===== src/rtl/core_ctrl_pkg.sv =====
// Shared definitions for the core controller: default geometry,
// FSM state encoding and a small state-classification helper.
package core_ctrl_pkg;

    // Default SRAM address width, readout length and watchdog limit.
    localparam int DEF_ADDR_W   = 8;
    localparam int DEF_RD_WORDS = 16;
    localparam int DEF_TIMEOUT  = 1023;

    // FSM state encoding. Plain constants keep the encoding visible to
    // legacy tooling that does not understand enum types.
    localparam int STATE_W = 3;

    typedef logic [STATE_W-1:0] state_t;

    localparam logic [2:0] ST_IDLE    = 3'd0;
    localparam logic [2:0] ST_LOAD    = 3'd1;
    localparam logic [2:0] ST_COMPUTE = 3'd2;
    localparam logic [2:0] ST_RD_ISSUE = 3'd3;
    localparam logic [2:0] ST_RD_WAIT = 3'd4;
    localparam logic [2:0] ST_RD_HOLD = 3'd5;
    localparam logic [2:0] ST_FIN     = 3'd6;

    // States in which the watchdog is allowed to count.
    function automatic logic state_watched(input state_t s);
        return (s == ST_LOAD) || (s == ST_COMPUTE);
    endfunction

endpackage


===== src/rtl/ctrl_watchdog.sv =====
// Cycle watchdog for the controller's waiting states. The count restarts
// whenever the controller changes state and advances only while enabled.
// expire flags the cycle in which the count reaches TIMEOUT, so that the
// owning FSM can still give priority to a simultaneous exit condition.
module ctrl_watchdog
    import core_ctrl_pkg::*;
#(
    parameter int TIMEOUT = DEF_TIMEOUT
) (
    input  logic clk,
    input  logic rst,
    input  logic clear,
    input  logic enable,
    output logic expire
);

    // The counter only has to hold 0 .. TIMEOUT-1.
    localparam int CNT_W = (TIMEOUT < 2) ? 1 : $clog2(TIMEOUT);
    localparam logic [CNT_W-1:0] LAST_CNT = CNT_W'(TIMEOUT - 1);

    logic [CNT_W-1:0] cnt_q;
    logic [CNT_W-1:0] cnt_d;

    // Next count: restart on clear, otherwise advance while enabled and
    // park at the last value (the FSM leaves the state on expiry anyway).
    always_comb begin
        cnt_d = cnt_q;
        if (clear) begin
            cnt_d = '0;
        end else if (enable && (cnt_q != LAST_CNT)) begin
            cnt_d = cnt_q + CNT_W'(1);
        end
    end

    // Count register with synchronous reset.
    always_ff @(posedge clk) begin
        if (rst) begin
            cnt_q <= '0;
        end else begin
            cnt_q <= cnt_d;
        end
    end

    // Cycle k after state entry holds count k; the TIMEOUT-th cycle is
    // the one holding TIMEOUT-1, and the state is left at its end.
    assign expire = enable && (cnt_q == LAST_CNT);

endmodule


===== src/rtl/core_ctrl.sv =====
// Job sequencer: loads the X buffer, runs the ALU, then streams RD_WORDS
// result words out of the SRAM through a valid/ready port. LOAD and COMPUTE
// are guarded by a watchdog that aborts the job with a sticky error.
// Every output is a flop whose next value is decoded from the next state.
module core_ctrl
    import core_ctrl_pkg::*;
#(
    parameter int ADDR_W   = DEF_ADDR_W,
    parameter int RD_WORDS = DEF_RD_WORDS,
    parameter int TIMEOUT  = DEF_TIMEOUT
) (
    input  logic              clk,
    input  logic              rst,
    input  logic              start,
    input  logic              xload_done,
    input  logic              ALU_done,
    output logic              input_load_en,
    output logic              ALU_en,
    output logic              rd_cs_n,
    output logic [ADDR_W-1:0] rd_addr,
    input  logic [31:0]       ram_rdata,
    output logic              out_valid,
    input  logic              out_ready,
    output logic [31:0]       out_data,
    output logic              busy,
    output logic              done,
    output logic              err
);

    // Address of the final word of a job; readout never goes past it.
    localparam logic [ADDR_W-1:0] LAST_ADDR = ADDR_W'(RD_WORDS - 1);

    state_t            state_q;
    state_t            state_d;
    logic              err_q;
    logic              err_d;
    logic [ADDR_W-1:0] rd_addr_q;
    logic [ADDR_W-1:0] rd_addr_d;
    logic [31:0]       out_data_q;
    logic [31:0]       out_data_d;

    logic              input_load_en_q;
    logic              alu_en_q;
    logic              rd_cs_n_q;
    logic              out_valid_q;
    logic              busy_q;
    logic              done_q;

    logic              wd_clear;
    logic              wd_enable;
    logic              wd_expire;

    // Watchdog restarts on every state change and runs in LOAD/COMPUTE.
    assign wd_clear  = (state_d != state_q);
    assign wd_enable = state_watched(state_q);

    ctrl_watchdog #(
        .TIMEOUT (TIMEOUT)
    ) u_watchdog (
        .clk    (clk),
        .rst    (rst),
        .clear  (wd_clear),
        .enable (wd_enable),
        .expire (wd_expire)
    );

    // Next-state logic: transitions, error flag, read address and the
    // captured SRAM word. Exit conditions are tested before the watchdog
    // so that a coincident exit wins over expiry.
    always_comb begin
        state_d    = state_q;
        err_d      = err_q;
        rd_addr_d  = rd_addr_q;
        out_data_d = out_data_q;

        case (state_q)
            ST_IDLE: begin
                if (start) begin
                    state_d = ST_LOAD;
                    err_d   = 1'b0;
                end
            end

            ST_LOAD: begin
                if (xload_done) begin
                    state_d = ST_COMPUTE;
                end else if (wd_expire) begin
                    state_d = ST_IDLE;
                    err_d   = 1'b1;
                end
            end

            ST_COMPUTE: begin
                if (ALU_done) begin
                    state_d   = ST_RD_ISSUE;
                    rd_addr_d = '0;
                end else if (wd_expire) begin
                    state_d = ST_IDLE;
                    err_d   = 1'b1;
                end
            end

            // Chip select is asserted for this single cycle.
            ST_RD_ISSUE: begin
                state_d = ST_RD_WAIT;
            end

            // SRAM data for the issued address is present this cycle.
            ST_RD_WAIT: begin
                out_data_d = ram_rdata;
                state_d    = ST_RD_HOLD;
            end

            // Word offered; hold it until the consumer takes it.
            ST_RD_HOLD: begin
                if (out_valid_q && out_ready) begin
                    if (rd_addr_q == LAST_ADDR) begin
                        state_d = ST_FIN;
                    end else begin
                        rd_addr_d = rd_addr_q + ADDR_W'(1);
                        state_d   = ST_RD_ISSUE;
                    end
                end
            end

            ST_FIN: begin
                state_d = ST_IDLE;
            end

            default: begin
                state_d = ST_IDLE;
            end
        endcase
    end

    // State, datapath and output registers. Outputs are decoded from the
    // next state so each one is a flop that is valid for the whole state.
    always_ff @(posedge clk) begin
        if (rst) begin
            state_q         <= ST_IDLE;
            err_q           <= 1'b0;
            rd_addr_q       <= '0;
            out_data_q      <= '0;
            input_load_en_q <= 1'b0;
            alu_en_q        <= 1'b0;
            rd_cs_n_q       <= 1'b1;
            out_valid_q     <= 1'b0;
            busy_q          <= 1'b0;
            done_q          <= 1'b0;
        end else begin
            state_q         <= state_d;
            err_q           <= err_d;
            rd_addr_q       <= rd_addr_d;
            out_data_q      <= out_data_d;
            input_load_en_q <= (state_d == ST_LOAD);
            alu_en_q        <= (state_d == ST_COMPUTE);
            rd_cs_n_q       <= (state_d != ST_RD_ISSUE);
            out_valid_q     <= (state_d == ST_RD_HOLD);
            busy_q          <= (state_d != ST_IDLE);
            done_q          <= (state_d == ST_FIN);
        end
    end

    assign input_load_en = input_load_en_q;
    assign ALU_en        = alu_en_q;
    assign rd_cs_n       = rd_cs_n_q;
    assign rd_addr       = rd_addr_q;
    assign out_valid     = out_valid_q;
    assign out_data      = out_data_q;
    assign busy          = busy_q;
    assign done          = done_q;
    assign err           = err_q;

endmodule

===== config.mk =====
export PLATFORM = sky130hd
export DESIGN_NAME = core_ctrl
export DESIGN_NICKNAME = d
export VERILOG_FILES = /design/src/rtl/core_ctrl_pkg.sv /design/src/rtl/ctrl_watchdog.sv /design/src/rtl/core_ctrl.sv
export SDC_FILE = /design/constraint.sdc
export NUM_CORES = 1
export LEC_CHECK = 0
export CAP_MARGIN = 15
export CELL_PAD_IN_SITES_DETAIL_PLACEMENT = 0
export CELL_PAD_IN_SITES_GLOBAL_PLACEMENT = 1
export CORE_UTILIZATION = 33
export CTS_CLUSTER_SIZE = 14
export DETAILED_ROUTE_END_ITERATION = 10
export PLACE_DENSITY_LB_ADDON = 0.1
export SYNTH_ARGS = -nofsm -noshare
export SYNTH_HDL_FRONTEND = slang
export SYNTH_SLANG_ARGS = --single-unit

===== constraint.sdc =====
create_clock -name clk -period 2.3 [get_ports clk]
set_input_delay 0.23 -clock clk [delete_from_list [all_inputs] [get_ports clk]]
set_output_delay 0.23 -clock clk [all_outputs]
set_load 0.005 [all_outputs]

==> results.cfg, run 1 <==
[timing]
period_share_pct = 87.05
rsz0062_at_grt = no
setup_viol_count_final = 0
clock_skew_ns = 0.006834
slew_viol_final = 0
worst_pin_slew_ns = 0.4991
tns_ns = 0
hold_viol = 0
maxSlewHeadroom_pct = 66.50
fmax_mhz = 499.5
setup_slack_ns = 0.2978
min_period_ns = 2.002

[global_routing]
grt_pass1_wl_mm = 10.91
gr-total-overflow = 0
antenna_found_initial = 0
grt_pass1_vias = 2313
grt_max_degree = 33
grtUsageTotal_pct = 16.74

[pwr]
internal_power_mw = 1.888
switching_share_pct = 24.09
p_per_area_nw_per_um2 = 671.5
ir_drop_v = 0.0002799
comb_power_share_pct = 12.6
sequentialPowerShare_pct = 44.3
power.switching_mw = 0.5993
p_leak_nw = 1.299
clkPwrFrac_pct = 43.1

[cts]
numCtsBuffers = 9
clk_latency_ns = 0.33
cts_tree = built
postCtsSetupRepairBufs = 0
cts-root-buf = clkbuf_8
cts_hold_buf = 0
cts_resized = 0
clockBufferDepth = 2
clkTransAtPathRegs_ns = 0.07
cts_sinks = 60
htreeDepth = 3

[layout]
area_delta_synth_final_pct = 43.67
seq_area_sq_um = 1201
nNetsFinal = 429
fill_cells = 736
antenna_cells = 0
drive_gt1_share_pct = 8.418
multi_input_area_sq_um = 1240
fin_cells = 491

[floorplanning]
boundaryPins = 85
die_w_um = 90.40
die_y_um = 90.40
rows = 31
core_sq_um = 7408
dieArea_sq_um = 8172
start_util_pct = 34.81

[setup_path]
cp-start-kind = flop
critPathMaxFanout = 10
critPathRequiredTime_ns = 2.54
arrival_ns = 2.24
critical_path_class = reg2reg
endpoint_kind = flop
r2r_cells = 5

[placement]
io_buffers = 84
hpwlAfterDp_mm = 4.360
place_worst_setup_slack_ns = 0.2789
dp_cells = 476
globalplace.congestion = 0.8360

[synth]
synth_area_per_cell_sq_um = 8.372
yosysUniqueCellTypes = 50
synth_common_cells = nand2_1, dfxtp_1, a21oi_1
synth_edf_count = 0
yosysWarnings = 0
syn-cell-area_sq_um = 2579
synth_most_common_cell = nand2_1
seq_area_frac_synth_pct = 46.58
netlist_instances = 308
synth_flop_cell = dfxtp_1
synth_top_area_cell = dfxtp_1
ys_top_cells_by_area = dfxtp_1, nand2_1, a21oi_1, xor2_1, a211oi_1
ys_seq_elements = 60
syn_nets = 349
async_flop_share_pct = 0
synth_top_area_share_pct = 46.58

[routing]
postRouteWirelength_mm = 6.431
drc = 0
dr.pass1.iters = 4
final_antenna_net_count = 0
num_vias = 2387
dr.first_iter.drc_count = 105
wire_per_inst_um = 13.10
viasPerCell = 4.862

[job]
drv_cap = 0

[hold_path]
holdPathStages = 3
hold_path.class = in2reg

[outcome]
status = finished, final reports clean
[sequential cells by signal, indices dropped and copies added (netlist names)]
name	cells
rd_addr	8
u_watchdog.cnt_q	10
input_load_en	1
state_q	3
out_valid	1
out_data	32
ALU_en	1
err	1
busy	1
done	1
rd_cs_n	1
[worst paths after layout]
kind,startpoint,to,slack (ns)
hold reg to reg,out_data[11],out_data[11],0.45
hold / removal,ram_rdata[10],out_data[10],0.43
setup / recovery,rd_addr[4],u_watchdog.cnt_q[5],0.30
setup reg to reg,rd_addr[4],u_watchdog.cnt_q[5],0.30
[metrics by stage]
stage                     area, sq um  power, mW  hold slack [ns]  util (%)
after floorplan                  2579      1.305           0.3461         -
after global placement           3481      1.439           0.4407     46.99
after detailed placement         3481      1.438           0.4458     46.99
after CTS                        3705      2.521           0.4218     50.01
after global routing             3705      2.616           0.4286     50.01
final                            3705      2.488           0.4321     50.01
[cell usage in the layout (no fill, tap or decap), types with 2 or more instances in the layout]
cell type / n
ha_1: 3
xnor2_1: 2
a211oi_1: 9
clkdlybuf4s50_1: 84
or3_1: 4
mux2i_1: 2
a311oi_1: 2
bufinv_16: 2
inv_1: 8
nor3b_1: 2
buf_4: 6
a41o_1: 3
nand4_1: 7
nand2_1: 77
a31oi_1: 4
and2_1: 7
nor3_1: 2
a21oi_1: 37
nand3_1: 5
o22ai_1: 2
and3_1: 3
nor2_1: 13
xor2_1: 8
clkbuf_8: 11
dfxtp_1: 60
a21oi_2: 2
[cells by family (layout without fill, tap and decap cells)]
| family | after synthesis | count (layout) | share of synthesized area [%] |
|---|---|---|---|
| adder cells (fa/ha/maj) | 3 | 3 | 1.456 |
| AND/OR/NAND/NOR | 133 | 133 | 24.45 |
| XOR/XNOR | 10 | 10 | 3.397 |
| AO/OA/AOI/OAI | 71 | 71 | 17.90 |
| flip-flops | 60 | 60 | 46.58 |
| buffers and inverters | 29 | 113 | 5.434 |
| multiplexers | 2 | 2 | 0.7764 |
[worst max-delay path: stages (launching register included)]
cell      delay (ns)
dfxtp_1         0.35
nor4_2          0.35
a31oi_2         0.20
a21oi_2         0.33
nand4b_2        0.35
a211oi_1        0.33
[area by class of cell]
| type | instances | share of cell area, % |
|---|---|---|
| repair buffers | 90 | 23.91 |
| clock buffers | 11 | 4.086 |
| clock inverters | 4 | 1.959 |
| multi-input cells | 219 | 33.47 |
| flip-flops and latches | 60 | 32.42 |
| inverters | 8 | 0.8105 |
| well taps | 99 | 3.343 |
[power groups by stage]
stage	combinational [mW]	clock [mW]	sequential, mW
after global placement	0.314	0	1.12
after CTS	0.315	1.10	1.10
final	0.315	1.07	1.10
after global routing	0.350	1.16	1.11
after floorplan	0.194	0	1.11
after detailed placement	0.314	0	1.12
[routing by layer]
layer / global-route usage (%) / up-vias / part of all wire, %
met1: 20.89 / 1089 / 48
met2: 26.78 / 64 / 46
met4: 5.242 / 0 / 1.2
met5: 0 / - / 0
li1: - / 1226 / -
met3: 6.145 / 8 / 5.4
(Power assumes the default switching activity.)
==> run 2: changes to the inputs <==
--- a/config.mk
+++ b/config.mk
@@ -8,10 +8,11 @@
 export CAP_MARGIN = 15
 export CELL_PAD_IN_SITES_DETAIL_PLACEMENT = 0
 export CELL_PAD_IN_SITES_GLOBAL_PLACEMENT = 1
-export CORE_UTILIZATION = 33
+export CORE_UTILIZATION = 35
 export CTS_CLUSTER_SIZE = 14
 export DETAILED_ROUTE_END_ITERATION = 10
 export PLACE_DENSITY_LB_ADDON = 0.1
 export SYNTH_ARGS = -nofsm -noshare
 export SYNTH_HDL_FRONTEND = slang
 export SYNTH_SLANG_ARGS = --single-unit
+export TNS_END_PERCENT = 5
==> constraint.sdc (replaced) <==
create_clock -name clk -period 2.39 [get_ports clk]
set_input_delay 0.239 -clock clk [delete_from_list [all_inputs] [get_ports clk]]
set_output_delay 0.239 -clock clk [all_outputs]
set_load 0.005 [all_outputs]
==> results.cfg, run 2 (synthesized netlist as in run 1, its figures left out) <==
[routing]
dr.pass1.iters = 4
final_antenna_net_count = 0
dr.first_iter.drc_count = 91
drc = 0
num_vias = 2365
wire_per_inst_um = 13.06
postRouteWirelength_mm = 6.359
viasPerCell = 4.856

[layout]
final_common_cell = clkdlybuf4s50_1
final_cell_mix = clkdlybuf4s50_1, nand2_1, dfxtp_1
fin_cells = 487
multi_input_area_sq_um = 1240
largest_reg_flops = 32
utilization_pct = 53.24
area_delta_synth_final_pct = 43.38
fill_cells = 664
antenna_cells = 0
seq_area_sq_um = 1201
nNetsFinal = 427
fin_area_sq_um = 3697
drive_gt1_share_pct = 8.184

[cts]
numCtsBuffers = 9
htreeDepth = 3
postCtsSetupRepairBufs = 0
cts_sinks = 60
clk_latency_ns = 0.33
cts_resized = 0
clkTransAtPathRegs_ns = 0.07
cts_hold_buf = 0
clockBufferDepth = 2
cts_tree = built
cts-root-buf = clkbuf_8

[placement]
globalplace.congestion = 0.8353
dp_cells = 471
hpwlAfterDp_mm = 4.349
placed_cell_area_sq_um = 3462
io_buffers = 84

[setup_path]
worstReg2RegEnd = u_watchdog.cnt_q[6]
critPathRequiredTime_ns = 2.62
cp-endpoint = u_watchdog.cnt_q[6]
critical_path_class = reg2reg
path_cells = ha_1 -> a31oi_2 -> a21oi_2 -> nand4b_2 -> a211oi_1
r2r-start = rd_addr[0]
critPathMaxStageDelay_ns = 0.41
cp-startpoint = rd_addr[0]
cp-start-kind = flop
arrival_ns = 2.32
r2r_cells = 5
endpoint_kind = flop
crit_path_top_delay_cell = dfxtp_1
critPathMaxFanout = 10
reg2reg_slack_ns = 0.31

[floorplanning]
start_util_pct = 37.14
die_w_um = 87.84
dieArea_sq_um = 7715
rows = 30
die_y_um = 87.84
core_sq_um = 6944
boundaryPins = 85

[timing]
min_period_ns = 2.082
worst_pin_slew_ns = 0.4302
hold_viol = 0
slew_viol_final = 0
rsz0062_at_grt = no
setup_viol_count_final = 0
maxSlewHeadroom_pct = 71.28
fmax_mhz = 480.2
clock_skew_ns = 0.007350
period_share_pct = 87.13
tns_ns = 0

[hold_path]
hold_path.class = in2reg

[global_routing]
grt_pass1_wl_mm = 10.11
grt_pass1_vias = 2202
gr-total-overflow = 0
antenna_found_initial = 0
grt_max_degree = 33
grtUsageTotal_pct = 17.07

[outcome]
status = finished, final reports clean

[pwr]
p_leak_nw = 1.289
ir_drop_v = 0.0003397
p_total_mw = 2.410
p_per_area_nw_per_um2 = 651.8

[job]
drv_cap = 0
==> run 2: power breakdown <==
group / switching [mW] / internal (mW)
clock: 0.406 / 0.645
combinational: 0.149 / 0.149
sequential: 0.0296 / 1.03
==> run 2: final cells by class <==
cell class                      instances  area share [%]
Sequential cell                        60           32.49
Timing Repair Buffer                   88           23.55
Clock inverter                          5           2.267
Tap cell                               96           3.249
Inverter                                8          0.8122
Clock buffer                           11           4.095
Multi-Input combinational cell        219           33.54
==> run 2: stage by stage <==
step | worst slack, ns | hold slack, ns
floorplan | 0.5795 | 0.3551
detailed placement | 0.3119 | 0.4465
global route | 0.1195 | 0.4342
finish | 0.3075 | 0.4457
global placement | 0.4031 | 0.4413
CTS | 0.3133 | 0.4343
==> run 2: worst min path at each step <==
stage | start | endpoint | depth (start not counted) | slack, ns
after global routing | ram_rdata[6] | out_data[6] | 3 | 0.43
after floorplan | start | err | 1 | 0.36
after global placement | out_data[27] | out_data[27] | 2 | 0.44
final | ram_rdata[11] | out_data[11] | 3 | 0.45
after CTS | ram_rdata[31] | out_data[31] | 3 | 0.43
after detailed placement | out_data[27] | out_data[27] | 2 | 0.45
==> run 2: critical path, delay by kind of cell (launching register included) <==
family | cells | cell delay (ns)
adder cells (fa/ha/maj) | 1 | 0.32
flip-flops | 1 | 0.41
AND/OR/NAND/NOR | 1 | 0.37
AO/OA/AOI/OAI | 3 | 0.88
==> run 2: metal layers <==
layer  up-vias  global-route usage [%]  part of all wire, %
li1       1222                       -                    -
met1      1082                   21.32                   47
met2        55                   26.15                   45
met3         6                   6.503                  6.9
met4         0                   7.601                  1.2
met5         -                       0                    0
